--- config.mk ---
export PLATFORM = sky130hd
export DESIGN_NAME = serial_ripple_subtractor
export DESIGN_NICKNAME = d
export VERILOG_FILES = /design/src/rtl/serial_ripple_subtractor.sv
export SDC_FILE = /design/constraint.sdc
export NUM_CORES = 1
export LEC_CHECK = 0
export ABC_AREA = 1
export CAP_MARGIN = 0
export CORE_MARGIN = 2
export CORE_UTILIZATION = 47
export DETAILED_ROUTE_END_ITERATION = 10
export PLACE_DENSITY = 0.85
export RECOVER_POWER = 25
export SLEW_MARGIN = 10
export SYNTH_ARGS = -nofsm -noshare
export SYNTH_HDL_FRONTEND = slang
export SYNTH_SLANG_ARGS = --single-unit
--- constraint.sdc ---
create_clock -name CLK -period 1.6 [get_ports CLK]
set_clock_uncertainty 0.05 [all_clocks]
set_input_delay 0.16 -clock CLK [delete_from_list [all_inputs] [get_ports CLK]]
set_output_delay 0.16 -clock CLK [all_outputs]
set_load 0.01 [all_outputs]
--- src/rtl/serial_ripple_subtractor.sv ---
// Bit-serial unsigned subtractor: computes (A - B - BIN) mod 2^WIDTH one bit
// per clock, LSB first, with a borrow-out. A request is accepted from IDLE or
// from the one-cycle FIN state, so back-to-back results arrive every WIDTH+1
// cycles.
//
// Handshake: START is a request sampled on a rising edge while BUSY is low
// (IDLE or FIN); it is ignored while BUSY is high. DONE is a one-cycle pulse
// whose cycle carries a valid DIFF/BOUT; DIFF/BOUT then hold until the next
// completion or reset.
module serial_ripple_subtractor #(
  parameter int WIDTH = 3
) (
  input  logic             CLK,
  input  logic             RST,
  input  logic             START,
  input  logic [WIDTH-1:0] A,
  input  logic [WIDTH-1:0] B,
  input  logic             BIN,
  output logic             BUSY,
  output logic             DONE,
  output logic [WIDTH-1:0] DIFF,
  output logic             BOUT,
  output logic [1:0]       dbg_state
);

  localparam int CW = $clog2(WIDTH + 1);

  typedef enum logic [1:0] {
    IDLE = 2'd0,
    RUN  = 2'd1,
    FIN  = 2'd2
  } state_t;

  state_t           state;
  logic [WIDTH-1:0] a_sr;
  logic [WIDTH-1:0] b_sr;
  logic [WIDTH-1:0] res_sr;
  logic             br;
  logic [CW-1:0]    cnt;

  logic             d;
  logic             br_next;
  logic             last_bit;
  logic [WIDTH-1:0] res_next;

  assign dbg_state = state;

  // One full-subtractor cell plus the next value of the result shifter.
  always_comb begin
    d        = a_sr[0] ^ b_sr[0] ^ br;
    br_next  = (~a_sr[0] & b_sr[0]) | (~(a_sr[0] ^ b_sr[0]) & br);
    res_next = {d, res_sr[WIDTH-1:1]};
    last_bit = (cnt == CW'(WIDTH - 1));
  end

  // Control FSM with datapath shifters; BUSY/DONE registered alongside state.
  always_ff @(posedge CLK) begin
    if (RST) begin
      state  <= IDLE;
      BUSY   <= 1'b0;
      DONE   <= 1'b0;
      DIFF   <= '0;
      BOUT   <= 1'b0;
      a_sr   <= '0;
      b_sr   <= '0;
      res_sr <= '0;
      br     <= 1'b0;
      cnt    <= '0;
    end else begin
      case (state)
        IDLE, FIN: begin
          DONE <= 1'b0;
          if (START) begin
            a_sr   <= A;
            b_sr   <= B;
            br     <= BIN;
            res_sr <= '0;
            cnt    <= '0;
            state  <= RUN;
            BUSY   <= 1'b1;
          end else begin
            state <= IDLE;
            BUSY  <= 1'b0;
          end
        end
        RUN: begin
          a_sr   <= a_sr >> 1;
          b_sr   <= b_sr >> 1;
          br     <= br_next;
          res_sr <= res_next;
          cnt    <= cnt + CW'(1);
          if (last_bit) begin
            // Result outputs are only written here, so they hold otherwise.
            DIFF  <= res_next;
            BOUT  <= br_next;
            state <= FIN;
            BUSY  <= 1'b0;
            DONE  <= 1'b1;
          end
        end
        default: begin
          state <= IDLE;
          BUSY  <= 1'b0;
          DONE  <= 1'b0;
        end
      endcase
    end
  end

endmodule

==> summary.txt, run 1 <==
met3 wire len -> 58 um
root buffer cell -> clkbuf_4
Post-CTS Resized -> 0
post-CTS setup buffer count -> 0
Die Wd -> 44.8 um
Core Rows -> 14
WP depth -> 1
Initial DRT Pass Iterations -> 4
P&R area growth vs syn -> 26.3%
Worst Tran Pin Value -> 0.440 ns
Final #Nets -> 132
die area -> 2000 um2
max-cap violations -> 0
antenna violations before repair -> 0
final wirelength -> 1480 um
Hold Crit Class -> primary input to flip-flop
ANT cells -> 0
Critical Path End Type -> primary output
Mapped Cells -> 100
WP data arrival -> 1.27 ns
sequential-to-total area share from yosys stat -> 48.7%
YS warnings -> 0
I/O Pins -> 18
HPWL after DPL -> 1050 um
RSZ-0062 raised after global routing -> no
dpl cells -> 131
worst r2r path cells -> 5
Area contributors post-synth -> dfxtp_1, nand3_1, nand2_1
GRT Resource Usage Total -> 16.1%
clock share of power -> 24.5%
Worst path max stage delay -> 0.57 ns
final setup violating endpoints -> 0
Routed Antenna Nets -> 0
max-slew violations -> 0
worst-path maximum fanout -> 3
status -> completed
slew margin rel. -> 70.7%
commonest non-fill, non-tap cell in the layout -> dfxtp_1
Worst Hold Depth -> 3
most frequent cells in the layout -> dfxtp_1, nand2_1, clkdlybuf4s50_1
CP Class -> flip-flop to primary output
Sw Pwr -> 277 uW
first-pass GRT wire length -> 2390 um
WL per Instance -> 10.9 um
Sw Share -> 28.8%
initial drt markers -> 9
share of the synthesized area in the top cell type -> 48.7%
Via Count -> 682
max frequency -> 676 MHz
syn nets -> 112
clock-pin slew on the worst setup and hold paths -> 0.10 ns
Req. time, crit path -> 1.39 ns
Core Footprint -> 1520 um2
fin crit period -> 1.48 ns
sequential share of power -> 54.8%
wl on met1 -> 727 um
PD cells -> 975 nW/um2
deepest clock path buffer count -> 2
Final Wtd Congestion -> 0.727
Mapped Area -> 781 um2
CTS Sinks -> 19
Die Span Y -> 44.8 um
Layout Cells excl Fill -> 135
Final TNS setup -> 0 ns
worst path buffer plus inverter count -> 1
Cell Chain, Critical Path -> clkdlybuf4s50_1
combinational share of power -> 20.7%
Crit path max-delay family -> buffers and inverters
H-Tree Depth -> 1
final worst-path cycle share -> 92.5%
vias in the first global route -> 554
synthesized area per cell -> 7.81 um2
largest net degree at the start of global routing -> 17
type of origin of the critical path -> flip-flop
leakage -> 0.000409 uW
Initial Util -> 51.2%
total congestion overflow -> 0
internal power -> 685 uW
metal2 WL -> 671 um
via/cell ratio -> 5.05
flop-to-flop setup slack -> 0.31 ns
total CTS buffers -> 3
Critical-path top delay cell -> clkdlybuf4s50_1
detailed-route DRC error count -> 0
clock latency on the worst-skew pair -> 0.29 ns
# hold bufs at CTS -> 0
Yosys reg bits -> 19
uppermost layer routed -> met4
library cells used by synthesis -> 17
CTS tree -> yes
Synth area leader -> dfxtp_1
layout cells sized above 1 -> 5.88%
IO buf count -> 17
final-report hold violation count -> 0
Peak VDD IR -> 0.000554 V
## layout make-up
cell class              instances  area [um2]
repair buffers                 17         170
clock inverters                 1        5.00
flip-flops and latches         19         380
clock buffers                   3        22.5
multi-input cells              64         332
inverters                      15        56.3
fillers                       140         538
well taps                      16        20.0
## cell families (layout without fill, tap and decap cells)
group / after synthesis / after routing / synth area share [%]
fa+ha+maj: 2 / 2 / 4.17
compound gates: 12 / 12 / 8.49
simple gates: 50 / 50 / 29.8
flops: 19 / 19 / 48.7
buf+inv: 17 / 36 / 8.81
## state kept, by name, indices dropped and copies added, names as in the netlist, 2 cells and up
register   flops
res_sr         2
dbg_state      2
cnt            2
DIFF           3
a_sr           3
b_sr           3
## path summary, 6_finish.rpt
kind	from	to
min reg2reg	res_sr[2]	DIFF[1]
max	dbg_state[1]	dbg_state[1]
max reg2reg	dbg_state[0]	BOUT
min	B[2]	b_sr[2]
## per-layer routing
metal  vias to the layer above  GRT usage (%)
met4                         0           7.27
met5                         -              0
met2                        13           22.9
met1                       300           23.2
met3                         4           3.60
li1                        365              -
## Yosys cell counts
library cell,n
a21oi_1,3
nand3_1,15
inv_1,15
o22ai_1,5
nand2_1,17
nand2_2,1
nand2_4,1
ha_1,1
nor2_1,10
o21ai_0,4
dfxtp_1,19
fa_1,1
buf_2,1
nor2_4,1
nand3b_1,1
nor3_1,4
buf_4,1
## stage by stage
stage	utilization, %	hold WS (ns)	setup slack, ns	instance area [um2]	total power [uW]
after floorplan	-	0.179	0.463	781	670
after global placement	62.9	0.383	0.156	958	731
after detailed placement	62.9	0.389	0.112	958	735
after CTS	64.7	0.374	0.107	986	970
after global routing	64.7	0.383	0.0715	986	1020
final	64.7	0.382	0.120	986	961
## power groups by stage
stage	clock network, uW	logic (uW)	registers (uW)
6_report	235	199	526
3_3_place_gp	0	194	537
2_1_floorplan	0	133	537
4_1_cts	244	199	527
3_5_place_dp	0	197	537
5_1_grt	261	227	531
Note: power is estimated with default switching activity, not from simulation.
==> inputs of run 2 (changes only) <==
- CORE_ASPECT_RATIO: default -> 1.25
==> summary.txt, run 2 (synthesis gave the netlist of run 1 again) <==
Post-CTS Resized -> 0
largest net degree at the start of global routing -> 17
reg2reg start -> dbg_state[0]
final-report hold violation count -> 0
via/cell ratio -> 5.03
detailed-route DRC error count -> 0
Hold WS -> 0.363 ns
deepest clock path buffer count -> 2
initial drt markers -> 33
Worst path max stage delay -> 0.57 ns
I/O Pins -> 18
Critical R2R Capture -> br
total congestion overflow -> 0
RSZ-0062 raised after global routing -> no
type of origin of the critical path -> flip-flop
die area -> 2010 um2
max-cap violations -> 0
Cell Chain, Critical Path -> clkdlybuf4s50_1
Crit path max-delay family -> buffers and inverters
Peak VDD IR -> 0.000528 V
Initial DRT Pass Iterations -> 4
fin crit period -> 1.50 ns
Final Wtd Congestion -> 0.750
first-pass GRT wire length -> 2510 um
final worst-path cycle share -> 93.8%
CP Class -> flip-flop to primary output
HPWL after DPL -> 1110 um
Critical-path top delay cell -> clkdlybuf4s50_1
Hold Crit Class -> primary input to flip-flop
H-Tree Depth -> 1
Core Footprint -> 1560 um2
flop-to-flop setup slack -> 0.20 ns
CTS tree -> yes
clock latency on the worst-skew pair -> 0.30 ns
design area -> 978 um2
final wirelength -> 1460 um
setup ws final -> 0.0997 ns
Final TNS setup -> 0 ns
dpl cells -> 133
Critical Path End Type -> primary output
post-place setup slack -> 0.107 ns
P&R area growth vs syn -> 25.3%
final setup violating endpoints -> 0
max frequency -> 667 MHz
Final #Nets -> 132
Core Rows -> 16
antenna violations before repair -> 0
ANT cells -> 0
Layout Cells excl Fill -> 137
Top Registers -> DIFF: 3 flops, a_sr: 3 flops, b_sr: 3 flops
PD cells -> 983 nW/um2
total CTS buffers -> 3
# hold bufs at CTS -> 0
most frequent cells in the layout -> dfxtp_1, nand2_1, clkdlybuf4s50_1
vias in the first global route -> 606
WP data arrival -> 1.29 ns
Via Count -> 689
clock-pin slew on the worst setup and hold paths -> 0.10 ns
max-slew violations -> 0
Placement Cell Area -> 961 um2
CTS Sinks -> 19
leakage -> 0.000406 uW
root buffer cell -> clkbuf_4
worst-path maximum fanout -> 3
Die Wd -> 40.5 um
IO buf count -> 17
Req. time, crit path -> 1.39 ns
slew margin rel. -> 71.1%
worst path buffer plus inverter count -> 1
Worst Hold Depth -> 3
Worst Tran Pin Value -> 0.433 ns
Die Span Y -> 49.6 um
layout cells sized above 1 -> 4.20%
Initial Util -> 50.0%
WL per Instance -> 10.7 um
Min-Delay Endpoint -> a_sr[2]
post-CTS setup buffer count -> 0
Routed Antenna Nets -> 0
GRT Resource Usage Total -> 17.7%
status -> completed
HP Start -> A[2]
worst r2r path cells -> 6
[run 2: cell count changes in the layout (fill, tap and decap cells not counted)]
cell	delta
nand2_2	-1
clkdlybuf4s50_1	+1
nand2_1	+2
dlygate4sd3_1	-1
nand2_4	-1
[run 2: final cells by class]
| type | instances | area (um2) |
|---|---|---|
| clock inverter | 1 | 5.00 |
| timing repair buffer | 17 | 170 |
| inverter | 15 | 56.3 |
| sequential | 19 | 380 |
| tap | 18 | 22.5 |
| clock buffer | 3 | 22.5 |
| multi-input combinational | 64 | 322 |
| fill | 153 | 583 |
[run 2: how the worst max path moves through the flow]
stage,cells after the start,end,startpoint
3_3_place_gp,4,a_sr[2],RST
3_5_place_dp,4,a_sr[2],RST
2_1_floorplan,6,br,b_sr[0]
4_1_cts,1,dbg_state[1],dbg_state[1]
6_report,1,dbg_state[1],dbg_state[1]
5_1_grt,1,dbg_state[1],dbg_state[1]
[run 2: report_power, final]
group | leakage [uW] | switching (uW) | total [uW] | internal, uW
registers | 0.000155 | 18.0 | 527 | 509
clock network | 0.0000177 | 149 | 242 | 93.3
logic | 0.000233 | 111 | 193 | 81.8
[run 2: worst register-to-register path, stage by stage (launching register included)]
cell and delay (ns):
dfxtp_1 0.40, inv_1 0.13, nand2_1 0.28, nand2_1 0.24
nor2_1 0.13, nor2_1 0.05, nor2_1 0.07
[run 2: metrics by stage]
stage | utilization [%] | power (uW)
final | 62.7 | 962
after CTS | 63.3 | 978
after detailed placement | 61.5 | 737
after floorplan | - | 670
after global placement | 61.5 | 730
after global routing | 62.7 | 1020
[run 2: metal layers]
layer  vias to the layer above  share of wire (%)  track usage [%]
li1                        364                  -                -
met1                       307                 46             23.7
met2                        15                 48             26.7
met3                         3                4.3             2.70
met4                         0                2.0             8.33
met5                         -                  0                0
==> inputs of run 3 (changes only) <==
- SKIP_CTS_REPAIR_TIMING: default -> 1
- TNS_END_PERCENT: default -> 1
==> results of run 3 <==
No change in the layout: final DEF, timing and power equal those of run 2.
